File: config.mk
export PLATFORM = sky130hd
export DESIGN_NAME = pipe_ctrl_stage
export DESIGN_NICKNAME = d
export VERILOG_FILES = /design/src/rtl/pipe_ctrl_stage_pkg.sv /design/src/rtl/pipe_ctrl_stage_ctrl_decode.sv /design/src/rtl/pipe_ctrl_stage.sv
export SDC_FILE = /design/constraint.sdc
export NUM_CORES = 1
export LEC_CHECK = 0
export CAP_MARGIN = 25
export CELL_PAD_IN_SITES_DETAIL_PLACEMENT = 1
export CELL_PAD_IN_SITES_GLOBAL_PLACEMENT = 2
export CORE_UTILIZATION = 32
export CTS_CLUSTER_DIAMETER = 40
export DETAILED_ROUTE_END_ITERATION = 8
export PLACE_DENSITY_LB_ADDON = 0.1
export SLEW_MARGIN = 25
export SYNTH_ARGS = -nofsm -noshare
export SYNTH_HDL_FRONTEND = slang
export SYNTH_SLANG_ARGS = --single-unit
File: constraint.sdc
create_clock -name clk -period 5.1 [get_ports clk]
set_input_delay 0.51 -clock clk [delete_from_list [all_inputs] [get_ports clk]]
set_output_delay 0.51 -clock clk [all_outputs]
set_load 0.005 [all_outputs]
File: src/rtl/pipe_ctrl_stage_pkg.sv
// Shared opcode/ALU constants and the registered control-bundle layout
// for the pipelined instruction control stage.
package pipe_ctrl_stage_pkg;

    localparam logic [4:0] OP_ADD  = 5'h00;
    localparam logic [4:0] OP_MUL  = 5'h02;
    localparam logic [4:0] OP_DIV  = 5'h03;
    localparam logic [4:0] OP_MOD  = 5'h04;
    localparam logic [4:0] OP_CMP  = 5'h05;
    localparam logic [4:0] OP_NOT  = 5'h08;
    localparam logic [4:0] OP_MOV  = 5'h09;
    localparam logic [4:0] OP_NOP  = 5'h0D;
    localparam logic [4:0] OP_LD   = 5'h0E;
    localparam logic [4:0] OP_ST   = 5'h0F;
    localparam logic [4:0] OP_BEQ  = 5'h10;
    localparam logic [4:0] OP_BGT  = 5'h11;
    localparam logic [4:0] OP_B    = 5'h12;
    localparam logic [4:0] OP_CALL = 5'h13;
    localparam logic [4:0] OP_RET  = 5'h14;

    localparam logic [4:0] ALU_ADD = 5'h00;
    localparam logic [4:0] ALU_MUL = 5'h02;
    localparam logic [4:0] ALU_DIV = 5'h03;
    localparam logic [4:0] ALU_MOD = 5'h04;
    localparam logic [4:0] ALU_NOP = 5'h0D;

    typedef struct packed {
        logic       isSt;
        logic       isLd;
        logic       isBeq;
        logic       isBgt;
        logic       isRet;
        logic       isImm;
        logic       isWb;
        logic       isUbranch;
        logic       isCall;
        logic [4:0] aluSig;
        logic       illegal;
    } ctrl_t;

    // Which instruction fields name a register this instruction reads.
    typedef struct packed {
        logic rs1;
        logic rs2;
        logic rd;
        logic ra;
    } src_t;

    function automatic logic isMultiCycle(input logic [4:0] aluSig);
        return aluSig inside {ALU_MUL, ALU_DIV, ALU_MOD};
    endfunction

endpackage

File: src/rtl/pipe_ctrl_stage_ctrl_decode.sv
// Combinational opcode decode: control bundle, destination register and
// the set of registers the instruction reads (for load-use detection).
module ctrl_decode
    import pipe_ctrl_stage_pkg::*;
#(
    parameter int OPW    = 5,
    parameter int REGW   = 4,
    parameter int RA_IDX = 15
) (
    input  logic [OPW-1:0]  opcode,
    input  logic            imm,
    input  logic [REGW-1:0] rd,
    output ctrl_t           ctrl,
    output logic [REGW-1:0] dstRd,
    output src_t            src
);

    logic [4:0] op5;
    assign op5 = 5'(opcode);

    always_comb begin
        // NOTE: every output gets a default before the case so no path can infer a latch.
        ctrl        = '0;
        ctrl.aluSig = ALU_NOP;
        dstRd       = rd;
        src         = '0;
        src.rs2     = !imm;
        if (32'(opcode) > 32'(OP_RET)) begin
            ctrl.illegal = 1'b1;
        end else begin
            ctrl.isImm = imm;
            src.rs1    = 1'b1;
            case (op5)
                OP_LD: begin
                    ctrl.aluSig = ALU_ADD;
                    ctrl.isLd   = 1'b1;
                    ctrl.isWb   = 1'b1;
                end
                OP_ST: begin
                    ctrl.aluSig = ALU_ADD;
                    ctrl.isSt   = 1'b1;
                    src.rd      = 1'b1;
                end
                OP_BEQ: begin
                    ctrl.isBeq = 1'b1;
                    src.rs1    = 1'b0;
                end
                OP_BGT: begin
                    ctrl.isBgt = 1'b1;
                    src.rs1    = 1'b0;
                end
                OP_B: begin
                    ctrl.isUbranch = 1'b1;
                    src.rs1        = 1'b0;
                end
                OP_CALL: begin
                    ctrl.isUbranch = 1'b1;
                    ctrl.isCall    = 1'b1;
                    ctrl.isWb      = 1'b1;
                    dstRd          = REGW'(RA_IDX);
                    src.rs1        = 1'b0;
                end
                OP_RET: begin
                    ctrl.isUbranch = 1'b1;
                    ctrl.isRet     = 1'b1;
                    src.ra         = 1'b1;
                end
                default: begin
                    // Plain ALU ops: the ALU code is the opcode itself.
                    ctrl.aluSig = op5;
                    ctrl.isWb   = !(op5 inside {OP_CMP, OP_NOP});
                    src.rs1     = !(op5 inside {OP_MOV, OP_NOT, OP_NOP});
                end
            endcase
        end
    end

endmodule

File: src/rtl/pipe_ctrl_stage.sv
// Registered control stage between IF/ID and ID/EX: valid/ready handshake,
// output bundle register, load-use and multi-cycle interlocks, flush.
module pipe_ctrl_stage
    import pipe_ctrl_stage_pkg::*;
#(
    parameter int OPW        = 5,
    parameter int REGW       = 4,
    parameter int RA_IDX     = 15,
    parameter int MULDIV_LAT = 4
) (
    input  logic            clk,
    input  logic            reset,
    input  logic            flush,
    input  logic            in_valid,
    output logic            in_ready,
    input  logic [OPW-1:0]  in_opcode,
    input  logic            in_i,
    input  logic [REGW-1:0] in_rd,
    input  logic [REGW-1:0] in_rs1,
    input  logic [REGW-1:0] in_rs2,
    output logic            out_valid,
    input  logic            out_ready,
    output logic            out_is_st,
    output logic            out_is_ld,
    output logic            out_is_beq,
    output logic            out_is_bgt,
    output logic            out_is_ret,
    output logic            out_is_imm,
    output logic            out_is_wb,
    output logic            out_is_ubranch,
    output logic            out_is_call,
    output logic [4:0]      out_alu_sig,
    output logic [REGW-1:0] out_rd,
    output logic            out_illegal
);

    localparam int CNTW = $clog2(MULDIV_LAT) + 1;
    localparam logic [CNTW-1:0] CNT_INIT = CNTW'(MULDIV_LAT - 1);

    ctrl_t           decCtrl;
    logic [REGW-1:0] decRd;
    src_t            decSrc;

    ctrl_decode #(.OPW(OPW), .REGW(REGW), .RA_IDX(RA_IDX)) uDecode (
        .opcode (in_opcode),
        .imm    (in_i),
        .rd     (in_rd),
        .ctrl   (decCtrl),
        .dstRd  (decRd),
        .src    (decSrc)
    );

    logic            outValid;
    ctrl_t           outCtrl;
    logic [REGW-1:0] outRd;
    logic            ldPend;
    logic [REGW-1:0] ldRd;
    logic [CNTW-1:0] mdivCnt;

    logic ldStall;
    logic inXfer;
    logic outXfer;

    assign ldStall = ldPend && ((decSrc.rs1 && in_rs1 == ldRd) ||
                                (decSrc.rs2 && in_rs2 == ldRd) ||
                                (decSrc.rd  && in_rd  == ldRd) ||
                                (decSrc.ra  && REGW'(RA_IDX) == ldRd));

    assign in_ready = !flush && (!outValid || out_ready) && !ldStall && (mdivCnt == '0);
    assign inXfer   = in_valid && in_ready;
    assign outXfer  = outValid && out_ready;

    always_ff @(posedge clk or posedge reset) begin
        if (reset) begin
            outValid <= 1'b0;
            outCtrl  <= '0;
            outRd    <= '0;
            ldPend   <= 1'b0;
            ldRd     <= '0;
            mdivCnt  <= '0;
        end else if (flush) begin
            // Flush wins over any transfer; the bundle fields may keep stale data.
            outValid <= 1'b0;
            ldPend   <= 1'b0;
            mdivCnt  <= '0;
        end else begin
            // NOTE: non-blocking assignments so every register samples pre-edge values.
            if (inXfer) begin
                outValid <= 1'b1;
                outCtrl  <= decCtrl;
                outRd    <= decRd;
            end else if (outXfer) begin
                outValid <= 1'b0;
            end
            ldPend <= outXfer && outCtrl.isLd;
            if (outXfer && outCtrl.isLd) begin
                ldRd <= outRd;
            end
            if (outXfer && isMultiCycle(outCtrl.aluSig)) begin
                mdivCnt <= CNT_INIT;
            end else if (mdivCnt != '0) begin
                mdivCnt <= mdivCnt - 1'b1;
            end
        end
    end

    assign out_valid      = outValid;
    assign out_is_st      = outCtrl.isSt;
    assign out_is_ld      = outCtrl.isLd;
    assign out_is_beq     = outCtrl.isBeq;
    assign out_is_bgt     = outCtrl.isBgt;
    assign out_is_ret     = outCtrl.isRet;
    assign out_is_imm     = outCtrl.isImm;
    assign out_is_wb      = outCtrl.isWb;
    assign out_is_ubranch = outCtrl.isUbranch;
    assign out_is_call    = outCtrl.isCall;
    assign out_alu_sig    = outCtrl.aluSig;
    assign out_rd         = outRd;
    assign out_illegal    = outCtrl.illegal;

endmodule

[Word level (Yosys, flattened, before mapping)]
Cells that the tools add are included.
W data, S select, Z words.
Storage, ports and cells
  flip-flop bits (word level): 28
  latch bits: 0
  RAM bits: 0
  memory bits (read-only): 0
  output and inout port bits: 21
  logic and storage cells: 98
  memories kept: 0
Operators by class
  $add $sub $neg: 1
  multipliers: 0
  div/mod/pow operators: 0
  $lt $le $gt $ge: 1
  eq/ne operators: 18
  shift-type cells: 0
  multiplexer cells: 23
  bitwise logic cells: 1
  reductions and logical operators: 38
Operators with widths (number)
  $eq A5 B4 Y1 const B: 5
  $eq A5 B5 Y1 const B: 5
  $reduce_bool A3 Y1: 5
  $mux W14: 1
  $mux W1: 13
  $eq A4 B4 Y1: 3
  $logic_and A1 B1 Y1: 12
  $eq A5 B2 Y1 const B: 2
  $eq A5 B3 Y1 const B: 2
  $pmux W5 S2: 1
  $reduce_or A5 Y1: 2
  $mux W3: 3
  $mux W4: 2
  $logic_not A1 Y1: 6
  $reduce_or A3 Y1: 2
  $gt A5 B5 Y1 const B: 1
  $eq A4 B4 Y1 const A: 1
  $logic_or A1 B1 Y1: 4
  $pmux W1 S2: 2
  $reduce_and A2 Y1: 2
  $reduce_or A2 Y1: 2
  $reduce_or A4 Y1: 1
  $logic_not A3 Y1: 1
  $sub A3 B1 Y3 const B: 1
  other kinds (3): 3

[Longest topological paths before layout]
  depth after elaboration: 16
  mapped depth: 8

[Hierarchy]
Synthesis repeated with hierarchy kept, for this count alone.
Unflattened totals
  cell total of the unflattened synthesis: 156
  area, all modules: 1691.6 um^2
Modules (own cells, without submodules)
  pipe_ctrl_stage: times used 1, cells an instance 111, area each 1390.1 um^2, seq. area each 700.7 um^2
  ctrl_decode: times used 1, cells an instance 45, area each 301.5 um^2, seq. area each 0.0 um^2

[Least setup slack after synthesis]
OpenSTA, ideal clock, no wires.
  path kind: input-to-reg
  start: in in_opcode[1]
  end: reg outCtrl, in the netlist out_illegal
  setup time: 0.125 ns
  data arrival time: 1.795 ns
  required time: 4.975 ns
  slack: 3.180 ns
  cell stages on the path: 8
  buffers on the path: 2
  path through: buf_2 > inv_1 > a21oi_1 > o211ai_1 > o211ai_2 > a21oi_2 > buf_6 > mux2_4
Between the ends
  word-level cells in the longest chain between the ends: 15
  elaborated cells on any way between the ends: 33
  classes of those cells: order compare (1); eq/ne (10); mux (6); reduce/logical (16)
RTL lines
  from (decl): RTL line pipe_ctrl_stage.sv:16  | input logic [OPW-1:0] in_opcode,
  $eq A5 B4 Y1: RTL line pipe_ctrl_stage_ctrl_decode.sv:72  | src.rs1 = !(op5 inside {OP_MOV, OP_NOT, OP_NOP});
  $reduce_bool A3 Y1: RTL line pipe_ctrl_stage_ctrl_decode.sv:72
  $logic_not A1 Y1: RTL line pipe_ctrl_stage_ctrl_decode.sv:72
  $pmux W1 S2: RTL line pipe_ctrl_stage_ctrl_decode.sv:33  | case (op5)
  $mux W1: RTL line pipe_ctrl_stage_ctrl_decode.sv:28  | if (32'(opcode) > 32'(OP_RET)) begin
  $logic_and A1 B1 Y1: RTL line pipe_ctrl_stage.sv:64  | assign ldStall = ldPend && ((decSrc.rs1 && in_rs1 == ldRd) ||
  $logic_or A1 B1 Y1: RTL line pipe_ctrl_stage.sv:64
  $logic_or A1 B1 Y1: RTL line pipe_ctrl_stage.sv:65  | (decSrc.rs2 && in_rs2 == ldRd) ||
  $logic_or A1 B1 Y1: RTL line pipe_ctrl_stage.sv:66  | (decSrc.rd && in_rd == ldRd) ||
  $logic_and A1 B1 Y1: RTL line pipe_ctrl_stage.sv:64
  $logic_not A1 Y1: RTL line pipe_ctrl_stage.sv:69  | assign in_ready = !flush && (!outValid || out_ready) && !ldStall && (mdivCnt == '0);
  $logic_and A1 B1 Y1 (2 in series): RTL line pipe_ctrl_stage.sv:69
  $logic_and A1 B1 Y1: RTL line pipe_ctrl_stage.sv:70  | assign inXfer = in_valid && in_ready;
  $reduce_and A2 Y1 (no source line)
  to (signal assigned): RTL line pipe_ctrl_stage.sv:90  | outCtrl <= decCtrl;
  to (decl): RTL line pipe_ctrl_stage.sv:54  | ctrl_t outCtrl;
Parallel ways exist; a longest one is shown, timed or not.
A chain may end at the register's enable or synchronous reset.

[Final worst setup path]
  start: in in_opcode[4]
  end: out in_ready
Between the ends
  word-level cells in the longest chain between the ends: 13
  elaborated cells on any way between the ends: 30
  classes of those cells: order compare (1); eq/ne (10); mux (5); reduce/logical (14)
RTL lines
  $eq A5 B4 Y1: RTL line pipe_ctrl_stage_ctrl_decode.sv:72
  $reduce_bool A3 Y1: RTL line pipe_ctrl_stage_ctrl_decode.sv:72
  $logic_not A1 Y1: RTL line pipe_ctrl_stage_ctrl_decode.sv:72
  $pmux W1 S2: RTL line pipe_ctrl_stage_ctrl_decode.sv:33
  $mux W1: RTL line pipe_ctrl_stage_ctrl_decode.sv:28
  $logic_and A1 B1 Y1: RTL line pipe_ctrl_stage.sv:64
  $logic_or A1 B1 Y1: RTL line pipe_ctrl_stage.sv:64
  $logic_or A1 B1 Y1: RTL line pipe_ctrl_stage.sv:65
  $logic_or A1 B1 Y1 (*): RTL line pipe_ctrl_stage.sv:66
  $logic_and A1 B1 Y1 (*): RTL line pipe_ctrl_stage.sv:64
  $logic_not A1 Y1 (*): RTL line pipe_ctrl_stage.sv:69
  $logic_and A1 B1 Y1 (*) (2 in series): RTL line pipe_ctrl_stage.sv:69
  to (decl): RTL line pipe_ctrl_stage.sv:15  | output logic in_ready,
Mark *: on every way between the ends. The rest lies on a longest branch, timed or not.

==> impl.org <==
** STA
- The routed design could run at a clock period as short as 3.06 ns.
- The worst pin sits at a relative slew slack of 47.3%.
- Across the routed clock network, the largest skew measured is 0.00244 ns.
- Unrepaired setup endpoints after global routing :: no
- Maximum clock frequency :: 327 MHz
- Final setup viols :: 0
- In the finished design, the share of the clock period the worst path needs comes to 60.0%.
- The number of endpoints with negative hold slack in the final report was 0.
- Total negative slack :: 0 ns
- For the pin with the worst max-slew slack, the measured transition is 0.784 ns.
- The tightest hold path in the finished design has a slack of 0.517 ns.
- The number of slew-limit violations in the final report came to 0.

** Clock tree
- PostCTS Resize Cnt :: 0
- Setup Buffers After CTS :: 0
- Worst-skew pair later-pin latency :: 0.27 ns
- Hold-fix buffers, CTS :: 0
- After clock tree synthesis, the clock-pin slew on the worst setup and hold paths is 0.10 ns.
- TritonCTS built the clock tree.
- H-Tree Level Count :: 1
- Buffer cell driving the clock tree root :: sky130_fd_sc_hd__clkbuf_8
- The tree built by TritonCTS fans out to 28 sinks.
- Total CTS buffers :: 3
- The longest clock path from root to sink contains 2 buffers.

** Floorplanning
- Initial core utilization :: 33.4%
- The die covers 0.00526 mm2.
- Number of top-level pins :: 44
- In this run the vertical extent of the chip is 72.5 um.
- Number of cell rows :: 25
- In this run the horizontal extent of the chip is 72.5 um.
- Area inside the core boundary :: 0.00475 mm2

** Synthesis
- Fraction of registers with async set or reset after synthesis :: 100%
- For this run, the register share of the synthesized area comes to 44.1%.
- The synthesized netlist occupies a cell area of 0.00159 mm2.
- #FFs+latches synth :: 28
- Synth warnings :: 0
- By count the netlist is led by sky130_fd_sc_hd__dfrtp_1 (28), sky130_fd_sc_hd__inv_1 (16), sky130_fd_sc_hd__mux2_4 (11), sky130_fd_sc_hd__nand2_1 (10), sky130_fd_sc_hd__xor2_1 (10).
- Count of unique library cells instantiated by Yosys :: 35
- Summed over its instances, the top area cell type makes up 44.1% of the synthesized netlist area.
- Gate count after technology mapping :: 151
- Top post-synthesis cells by area :: sky130_fd_sc_hd__dfrtp_1 (44%), sky130_fd_sc_hd__mux2_4 (10%), sky130_fd_sc_hd__xor2_1 (5.5%)
- Number of enable flip-flop cells after synthesis :: 0
- Mapped Nets :: 176
- Dominant register cell in the synthesized netlist :: sky130_fd_sc_hd__dfrtp_1
- sky130_fd_sc_hd__dfrtp_1 takes more of the synthesized area than any other cell.
- Yosys instantiated no cell more often than sky130_fd_sc_hd__dfrtp_1.
- Synth Area per Inst :: 10.5 um2

** Worst setup path
- Arr. time, crit path :: 2.55 ns
- Startpoint kind of the worst setup timing path :: input pin
- Critical path start-end classification :: in -> out
- For the worst setup path, the data required time is 4.59 ns.
- Of all nets on the critical path, the largest fanout is 11.
- STA classifies the critical path endpoint as an output pin.

** Layout
- Diodes inserted :: 0
- Final #Nets :: 217
- Number of inserted filler cells in the final layout :: 545
- Growth of design area from synthesis to finish :: 32.4%
- Of the cells placed in the final design, the portion with a size suffix greater than 1 is 12.6%.

** Detailed routing
- Residual antenna-violating net count after detailed routing :: 0
- The pre-antenna-repair detailed-routing pass consisted of 4 iterations.
- Average wire per cell in the routed design :: 14.4 um
- For this block, the routed nets add up to 3720 um of wire.
- Remaining DRCs :: 0
- The routed layout has 1190 vias.
- Vias per cell :: 4.61
- The first routing iteration left 27 violations.

** Placed design
- The count of buffers added on input and output ports is 43.
- Last weighted congestion value of the routability-driven placer :: 0.876
- Final HPWL DP :: 2770 um

** Global routing
- Overflow after GRT :: 0
- Global routing consumed, over all layers together, 15.5% of the routing resources.
- The initial antenna violation count is 0.
- Pin count of the biggest net entering global routing :: 29
- Global-route wire length before repair :: 6280 um
- Vias in the first global route :: 1270

** Power
- Static power due to leakage :: 0.946 nW
- VDD sags by at most 0.169 mV.
- Pwr dens :: 405 mW/mm2

** Worst hold path
- Class of the most critical hold timing path :: reg -> reg

** Run status
- The flow ran to the end, and the final reports show no timing, DRC or antenna violations.

** Job
- Across the run, the number of max-cap violations was 0.
critical path, cell delays in order:
cell	delay [ns]
sky130_fd_sc_hd__clkdlybuf4s50_1	0.72
sky130_fd_sc_hd__nand2b_4	0.13
sky130_fd_sc_hd__nor4_1	0.30
sky130_fd_sc_hd__a31oi_1	0.10
sky130_fd_sc_hd__o211ai_2	0.21
sky130_fd_sc_hd__a21boi_0	0.13
sky130_fd_sc_hd__clkdlybuf4s50_1	0.46
cell type report:
class / count / area (um2) / share of cell area, %
multi-input combinational: 99 / 768 / 36.5
timing repair buffer: 44 / 438 / 20.8
clock buffer: 4 / 55.1 / 2.61
sequential: 28 / 701 / 33.3
inverter: 16 / 60.1 / 2.85
tap: 67 / 83.8 / 3.98
per-stage QoR:
step                util [%]  total power (W)  setup WS, ns  std cells  area, um2
detailed placement      43.1         0.000726          2.05        254       2050
finish                  44.3         0.000852          2.04        258       2110
global route            44.3         0.000926          1.87        258       2110
floorplan                  -         0.000553          3.18        151       1590
global placement        43.1         0.000713          2.08        254       2050
CTS                     44.3         0.000874          2.04        258       2110
cell usage in the layout (no fill, tap or decap), types with 3 or more instances in the layout:
master,instances
sky130_fd_sc_hd__o21ai_0,7
sky130_fd_sc_hd__clkdlybuf4s50_1,43
sky130_fd_sc_hd__xor2_1,10
sky130_fd_sc_hd__nand2_1,10
sky130_fd_sc_hd__nor3_1,6
sky130_fd_sc_hd__inv_1,15
sky130_fd_sc_hd__mux2i_1,7
sky130_fd_sc_hd__nor4_1,3
sky130_fd_sc_hd__nor2b_1,6
sky130_fd_sc_hd__mux2_4,11
sky130_fd_sc_hd__nor2_1,6
sky130_fd_sc_hd__dfrtp_1,28
sky130_fd_sc_hd__a21oi_1,8
sky130_fd_sc_hd__clkbuf_8,4
flip-flops by register name, indices dropped and copies added, names as in the netlist:
name	cells
ldPend	1
ldRd	4
mdivCnt	3
out_alu_sig	5
out_illegal	1
out_is_beq	1
out_is_bgt	1
out_is_call	1
out_is_imm	1
out_is_ld	1
out_is_ret	1
out_is_st	1
out_is_ubranch	1
out_is_wb	1
out_rd	4
out_valid	1
report_power, final:
group | internal, W | switching [W] | total [W]
Sequential | 0.000293 | 0.0000506 | 0.000343
Clock | 0.0000690 | 0.0000689 | 0.000138
Combinational | 0.000231 | 0.000140 | 0.000371
Total | 0.000593 | 0.000260 | 0.000852
layer usage:
metal / global-route usage (%) / share of wire (%) / vias to the layer above
met4: 3.27 / 0.67 / 0
met5: 0 / 0 / -
li1: - / - / 588
met2: 26.0 / 47 / 35
met1: 21.0 / 48 / 565
met3: 2.50 / 4.1 / 2
path summary, 6_finish.rpt:
check	from	cells after the start	slack (ns)	end
max	in_opcode[4]	7	2.04	in_ready
min	out_is_ret	1	0.52	out_is_ret
max reg2reg	mdivCnt[0]	8	2.95	out_is_imm
min reg2reg	out_is_ret	1	0.52	out_is_ret
max in group asynchronous	reset	2	4.06	out_is_st
min in group asynchronous	reset	2	0.63	mdivCnt[0]
cells by family after synthesis:
logic type	synth area share [%]
simple gates	14.6
flops	44.1
compound gates	9.36
buf+inv	7.63
mux	16.2
xor+xnor	6.61
fa+ha+maj	1.57
Power figures use the tool's default switching activity.
